### src/rtl/iter_divider_pipe.sv
// Iterative restoring divider, BITS_PER_CYCLE quotient bits per clock,
// with ready/start/done handshake and explicit divide-by-zero flag.
// Ports: clk, rst (async, active-high), start, numerator, divisor,
//   [signed_op], ready, quotient, remainder, done, div_by_zero.
// Option: define ITER_DIV_SIGNED_EN to add signed_op (two's complement).
module iter_divider_pipe #(
  parameter int WIDTH          = 32,
  parameter int BITS_PER_CYCLE = 1
) (
  input  logic             clk,
  input  logic             rst,
  input  logic             start,
  input  logic [WIDTH-1:0] numerator,
  input  logic [WIDTH-1:0] divisor,
`ifdef ITER_DIV_SIGNED_EN
  input  logic             signed_op,
`endif
  output logic             ready,
  output logic [WIDTH-1:0] quotient,
  output logic [WIDTH-1:0] remainder,
  output logic             done,
  output logic             div_by_zero
);

  localparam int ITER = WIDTH / BITS_PER_CYCLE;
  localparam int CW   = (ITER > 1) ? $clog2(ITER) : 1;
  localparam int PW   = WIDTH + BITS_PER_CYCLE;

  typedef enum logic [1:0] {
    IDLE,
    CALC,
    ZERO
  } state_t;

  state_t state, state_nx;

  logic [WIDTH-1:0]          num_q;
  logic [WIDTH-1:0]          den_q;
  logic [PW-1:0]             rem_q;
  logic [WIDTH-1:0]          quo_q;
  logic [CW-1:0]             cnt;
  logic                      last;

  logic [PW-1:0]             part;
  logic [WIDTH-1:0]          num_sh;
  logic [BITS_PER_CYCLE-1:0] qbits;
  logic [WIDTH-1:0]          quo_nx;
  logic [WIDTH-1:0]          q_fix;
  logic [WIDTH-1:0]          r_fix;
  logic [WIDTH-1:0]          n_mag;
  logic [WIDTH-1:0]          d_mag;

  assign ready = (state == IDLE);
  assign last  = (cnt == CW'(ITER - 1));

`ifdef ITER_DIV_SIGNED_EN
  logic n_neg, d_neg;
  logic neg_q, neg_r;

  assign n_neg = signed_op & numerator[WIDTH-1];
  assign d_neg = signed_op & divisor[WIDTH-1];
  assign n_mag = n_neg ? -numerator : numerator;
  assign d_mag = d_neg ? -divisor : divisor;
  // Signs applied on the result write itself: no extra cycle.
  assign q_fix = neg_q ? -quo_nx : quo_nx;
  assign r_fix = neg_r ? -part[WIDTH-1:0] : part[WIDTH-1:0];

  always_ff @(posedge clk or posedge rst) begin
    if (rst) begin
      neg_q <= 1'b0;
      neg_r <= 1'b0;
    end else if (ready && start) begin
      neg_q <= n_neg ^ d_neg;
      neg_r <= n_neg;
    end
  end
`else
  assign n_mag = numerator;
  assign d_mag = divisor;
  assign q_fix = quo_nx;
  assign r_fix = part[WIDTH-1:0];
`endif

  // Chained trial subtractions, MSB quotient bit first.
  always_comb begin
    part   = rem_q;
    num_sh = num_q;
    qbits  = '0;
    for (int i = BITS_PER_CYCLE - 1; i >= 0; i--) begin
      part   = {part[PW-2:0], num_sh[WIDTH-1]};
      num_sh = {num_sh[WIDTH-2:0], 1'b0};
      if (part >= {{BITS_PER_CYCLE{1'b0}}, den_q}) begin
        part     = part - {{BITS_PER_CYCLE{1'b0}}, den_q};
        qbits[i] = 1'b1;
      end
    end
  end

  generate
    if (WIDTH > BITS_PER_CYCLE) begin : g_qshift
      assign quo_nx = {quo_q[WIDTH-BITS_PER_CYCLE-1:0], qbits};
    end else begin : g_qone
      assign quo_nx = qbits;
    end
  endgenerate

  always_ff @(posedge clk or posedge rst) begin
    if (rst) state <= IDLE;
    else     state <= state_nx;
  end

  always_comb begin
    state_nx = state;
    unique case (state)
      IDLE: if (start) state_nx = (divisor == '0) ? ZERO : CALC;
      CALC: if (last) state_nx = IDLE;
      ZERO: state_nx = IDLE;
      default: state_nx = IDLE;
    endcase
  end

  always_ff @(posedge clk or posedge rst) begin
    if (rst) begin
      num_q       <= '0;
      den_q       <= '0;
      rem_q       <= '0;
      quo_q       <= '0;
      cnt         <= '0;
      quotient    <= '0;
      remainder   <= '0;
      done        <= 1'b0;
      div_by_zero <= 1'b0;
    end else begin
      done <= 1'b0;
      unique case (state)
        IDLE: if (start) begin
          // ZERO path reports the raw numerator back.
          num_q <= (divisor == '0) ? numerator : n_mag;
          den_q <= d_mag;
          rem_q <= '0;
          quo_q <= '0;
          cnt   <= '0;
        end
        CALC: begin
          num_q <= num_sh;
          rem_q <= part;
          quo_q <= quo_nx;
          cnt   <= cnt + CW'(1);
          if (last) begin
            quotient    <= q_fix;
            remainder   <= r_fix;
            done        <= 1'b1;
            div_by_zero <= 1'b0;
            cnt         <= '0;
          end
        end
        ZERO: begin
          quotient    <= '1;
          remainder   <= num_q;
          done        <= 1'b1;
          div_by_zero <= 1'b1;
        end
        default: ;
      endcase
    end
  end

endmodule

### config.mk
export PLATFORM = sky130hd
export DESIGN_NAME = iter_divider_pipe
export DESIGN_NICKNAME = d
export VERILOG_FILES = /design/src/rtl/iter_divider_pipe.sv
export SDC_FILE = /design/constraint.sdc
export NUM_CORES = 1
export LEC_CHECK = 0
export BUFFER_PORTS_ARGS = -buffer_cell sky130_fd_sc_hd__buf_2
export CAP_MARGIN = 5
export CORE_MARGIN = 3
export CORE_UTILIZATION = 30
export DETAILED_ROUTE_END_ITERATION = 10
export SLEW_MARGIN = 10
export SYNTH_ARGS = -nofsm -noshare
export SYNTH_HDL_FRONTEND = slang
export SYNTH_SLANG_ARGS = --single-unit
### constraint.sdc
create_clock -name clk -period 10.3 [get_ports clk]
set_input_delay 3.09 -clock clk [delete_from_list [all_inputs] [get_ports clk]]
set_output_delay 3.09 -clock clk [all_outputs]
set_load 0.02 [all_outputs]
==> impl_table.tex <==
\begin{tabular}{lr}
\hline
Metric & Value \\
\hline
\multicolumn{2}{l}{\textbf{Floorplanning}} \\
\quad Ports & around 130 \\
\quad Die X-Extent & 193 um \\
\quad Die Outline Area & between 30000 and 40000 sq um \\
\quad Die outline height & around 190 um \\
\quad Area inside the core boundary & $\sim$34000 sq um \\
\quad Initial core utilization & between 30\% and 40\% \\
\quad Std-Cell Rows & 67 \\
\multicolumn{2}{l}{\textbf{Critical path}} \\
\quad Crit path buffers/inverters & 2 \\
\quad Critical path data arrival time & between 4000 and 5000 ps \\
\quad Sort of element at the end of the critical path & flop \\
\quad Setup slack of the most critical reg-to-reg path & between 6000 and 7000 ps \\
\quad Cell family with the largest share of critical-path delay & buffers and inverters \\
\quad RR Endpoint & remainder[26] \\
\quad Critical Path, Cell by Cell & buf\_2 > nand2b\_1 > o21ai\_4 > buf\_4 > o21ai\_0 > o41ai\_1 \\
\quad Path type of the worst setup path & primary input to flop \\
\quad Slowest CP cell & buf\_4 \\
\quad CP Launch Type & primary input \\
\quad Crit-path max FO & 91 \\
\quad Delay contributed by the slowest stage of the critical path & $\sim$820 ps \\
\quad Req. time, crit path & approximately 11000 ps \\
\quad Worst reg2reg path depth & 13 \\
\quad Worst reg2reg path startpoint & num\_q[31] \\
\multicolumn{2}{l}{\textbf{Run}} \\
\quad Max-capacitance violation count & 0 \\
\multicolumn{2}{l}{\textbf{Power}} \\
\quad Share of power burned in combinational logic & a little over a third \\
\quad Net Sw Frac & $\sim$38\% \\
\quad Switching pwr & 1.00 mW \\
\quad Portion of total power attributed to sequential cells & a little under two fifths \\
\quad Pwr Density & $\sim$220 nW/um\^{}2 \\
\quad IR Drop Worst-Case VDD & 0.000142 V \\
\quad Int Pwr & roughly 1.6 mW \\
\quad Power share of the clock group & a little over a quarter \\
\quad Cell leakage power & around 5.6 nW \\
\multicolumn{2}{l}{\textbf{Synthesis}} \\
\quad Number of enable-type register cells in the synthesized netlist & 0 \\
\quad Synthesis-stage register bit count & 200 \\
\quad Post-Syn Area & around 10000 sq um \\
\quad Cells after synthesis & 1097 \\
\quad Commonest register cell after synthesis & dfrtp\_1 \\
\quad Number of distinct library cells after synthesis & between 60 and 70 \\
\quad Number of warnings reported in the yosys synthesis log & 0 \\
\quad Share of synthesized flip-flops with an asynchronous set or reset & 100\% \\
\quad Fraction of the yosys area taken by sequential cells & between 40\% and 50\% \\
\quad Avg Synthesized Cell Area & around 9.5 sq um \\
\quad Synthesized Nets & $\sim$1200 \\
\multicolumn{2}{l}{\textbf{Detailed routing}} \\
\quad Number of DRC markers after the initial detailed-route iteration & between 500 and 600 \\
\quad DRT met1 WL & 13.2 mm \\
\quad Met3 routed wirelength & 1.79 mm \\
\quad Number of design rule violations left after detail routing & 0 \\
\quad Wire length per cell after detailed routing & approximately 18 um \\
\quad Post-route antenna net violation count & 0 \\
\quad Drt first pass iters & 5 \\
\quad Routed via count divided by cell count & 5.14 \\
\quad Top layer used by detailed routing & met4 \\
\quad Wirelength, routed & 30.2 mm \\
\quad Vias after detailed routing & 8468 \\
\quad Met2 WL & 14.8 mm \\
\multicolumn{2}{l}{\textbf{Layout}} \\
\quad Count of nets after finishing & $\sim$1300 \\
\quad Cell Count, Final, Fillers Out & 1649 \\
\quad Antenna fix cells & 0 \\
\quad P\&R area growth vs syn & 15.5\% \\
\quad Proportion of layout cells with a drive suffix above 1 & 16.8\% \\
\quad Post-route cell area & 12100 sq um \\
\multicolumn{2}{l}{\textbf{Run status}} \\
\quad Result of the run & complete, no violations \\
\multicolumn{2}{l}{\textbf{Clock tree}} \\
\quad Number of buffers added to fix hold violations after cts & 0 \\
\quad CTS tree & built \\
\quad Later-pin clock latency in the skew report & approximately 450 ps \\
\quad Inserted Clock Buffers & 17 \\
\quad Clock sinks & 200 \\
\quad Count of cells resized by post-cts repair & 0 \\
\quad Maximum buffer depth of the clock tree & 2 \\
\quad Post-CTS setup repair buffer count & 0 \\
\quad Htree depth & 4 \\
\quad Root buffer selected by CTS & clkbuf\_16 \\
\quad Clock transition time at the flip-flop clock pins of the worst setup and hold paths & $\sim$80 ps \\
\multicolumn{2}{l}{\textbf{Timing}} \\
\quad Period utilisation layout & 44.8\% \\
\quad Unrepaired setup endpoints after global routing & no \\
\quad Fin Setup TNS & 0 ps \\
\quad Number of slew-limit violations in the final report & 0 \\
\quad Transition time of the tightest slew-check pin & around 1100 ps \\
\quad Number of endpoints with negative hold slack in the final report & 0 \\
\quad Tmin final & $\sim$4600 ps \\
\quad Clock Skew & between 15 and 20 ps \\
\quad Max-slew headroom at the worst pin & about 28\% \\
\quad Highest attainable clock frequency & 0.216 GHz \\
\quad Setup violators final & 0 \\
\multicolumn{2}{l}{\textbf{Placed design}} \\
\quad Total placed instance area & around 11000 sq um \\
\quad Routability Congestion & 0.898 \\
\quad Half-perimeter wire length after placement & between 20 and 25 mm \\
\quad PortBufs & 133 \\
\quad Number of placed instances, taps included & approximately 1600 \\
\multicolumn{2}{l}{\textbf{GRT}} \\
\quad Wire length of the first global-routing pass & roughly 47 mm \\
\quad Number of antenna violations at the first check in global routing & 0 \\
\quad Maximum number of pins on one net before global-route repair & 138 \\
\quad Via count of the first global-routing pass & about 8400 \\
\quad Residual overflow from global routing & 0 \\
\quad Global routing usage summed across all routing layers & approximately 16\% \\
\multicolumn{2}{l}{\textbf{Min path}} \\
\quad Worst min-delay path endpoint & remainder[4] \\
\quad Hold-critical path depth & 2 \\
\quad Worst min-delay path startpoint & remainder[4] \\
\quad Worst min-delay path class & flop to flop \\
\hline
\end{tabular}
-- worst reg2reg max path: stages, from the launching register on --
cell and delay, ps:
dfrtp_1 480, inv_1 130, ha_1 180, inv_1 60, fa_1 430, a211oi_1 350, o21ai_0 210, a21oi_1 440
o31ai_1 210, o21ai_0 550, o21ai_0 230, xor2_1 190, mux2i_1 190, o22ai_1 120
-- flip-flops by register name, indices dropped and copies added, names as in the netlist --
| signal | flops |
|---|---|
| rem_q | 32 |
| den_q | 32 |
| done | 1 |
| num_q | 32 |
| quo_q | 31 |
| div_by_zero | 1 |
| remainder | 32 |
| quotient | 32 |
| state | 2 |
| cnt | 5 |
-- power by group through the flow --
stage	logic (mW)	clock network, mW	registers, mW
after floorplan	0.707	0	0.999
after global placement	0.905	0	1.02
after detailed placement	0.920	0	1.02
after CTS	0.924	0.731	1.01
after global routing	1.03	0.762	1.02
final	0.919	0.711	1.01
-- routing by layer --
metal  GRT usage, %  vias to the layer above
met2           27.1                      202
met3           4.14                       29
met5              0                        -
li1               -                     4107
met1           21.0                     4130
met4           4.03                        0
-- cells in the mapped netlist (4+ instances only) --
| library cell | number | area share, % |
|---|---|---|
| o21ai_2 | 8 | 0.67 |
| inv_1 | 45 | 1.6 |
| ha_1 | 37 | 4.4 |
| o211ai_1 | 5 | 0.36 |
| nor2_1 | 31 | 1.1 |
| nand3_1 | 26 | 1.2 |
| dfrtp_1 | 200 | 48 |
| nand2_1 | 149 | 5.3 |
| nor3_1 | 12 | 0.57 |
| and2_1 | 18 | 1.1 |
| clkbuf_1 | 54 | 1.9 |
| or3_1 | 9 | 0.54 |
| o21ai_1 | 33 | 1.6 |
| a21o_1 | 16 | 1.1 |
| nor4_1 | 8 | 0.48 |
| a31oi_1 | 5 | 0.30 |
| a211oi_1 | 10 | 0.72 |
| o21ai_0 | 132 | 6.3 |
| o22ai_1 | 6 | 0.36 |
| a21oi_1 | 53 | 2.5 |
| o31ai_1 | 9 | 0.65 |
| buf_2 | 7 | 0.33 |
| o22a_1 | 29 | 2.4 |
| a22o_1 | 31 | 2.6 |
| and3_1 | 25 | 1.5 |
| mux2i_1 | 39 | 3.7 |
| xnor2_1 | 13 | 1.1 |
| nand4_1 | 8 | 0.48 |
| and4_1 | 4 | 0.33 |
| xor2_1 | 14 | 1.2 |
| nand2b_1 | 4 | 0.24 |
-- placed cells by master (no fill, tap or decap), drive strengths merged, types with 3 or more instances in the layout --
| master | count |
|---|---|
| dfrtp | 200 |
| o21ai | 173 |
| nand2 | 150 |
| buf | 145 |
| a21oi | 54 |
| inv | 48 |
| mux2i | 39 |
| ha | 37 |
| nor2 | 32 |
| a22o | 31 |
| o22a | 29 |
| nand3 | 26 |
| and3 | 26 |
| clkbuf | 20 |
| and2 | 18 |
| a21o | 16 |
| xor2 | 14 |
| xnor2 | 13 |
| nor3 | 12 |
| a211oi | 11 |
| o31ai | 9 |
| or3 | 9 |
| nand4 | 8 |
| nor4 | 8 |
| o22ai | 6 |
| a31oi | 6 |
| o211ai | 5 |
| nand2b | 4 |
| and4 | 4 |
| nor2b | 3 |
| or2 | 3 |
| a211o | 3 |
| o221ai | 3 |
| o21a | 3 |
| bufinv | 3 |
| a21boi | 3 |
| clkinv | 3 |
-- stage by stage --
step                hold slack [ps]  total power [mW]  utilization, %  setup WS (ps)
floorplan                       439              1.71               -           1760
global placement                461              1.93            33.7           5180
detailed placement              471              1.94            33.7           5210
CTS                             487              2.67            35.6           5690
global route                    506              2.82            35.6           5420
finish                          481              2.64            35.6           5680
-- how the worst max path moves through the flow --
stage,startpoint,to,slack [ps],depth (start not counted)
6_report,start,cnt[2],5680,6
5_1_grt,start,cnt[2],5420,6
4_1_cts,start,cnt[3],5690,6
3_5_place_dp,start,cnt[2],5210,6
3_3_place_gp,start,cnt[2],5180,6
2_1_floorplan,rst,cnt[0],1760,1
-- area by class of cell --
class                      count  area (sq um)
fill                        3459         21900
sequential                   200          5000
multi-input combinational    780          4960
timing repair buffer         145           756
tap                          448           561
clock buffer                  20           457
inverter                      45           176
clock inverter                11           164
-- logic make-up after synthesis --
group / synth area share [%]
AO/OA/AOI/OAI: 22.6
AND/OR/NAND/NOR: 13.8
flip-flops: 47.9
buffers and inverters: 4.99
multiplexers: 3.84
adder cells (fa/ha/maj): 4.62
XOR/XNOR: 2.26
(Power assumes the default switching activity.)
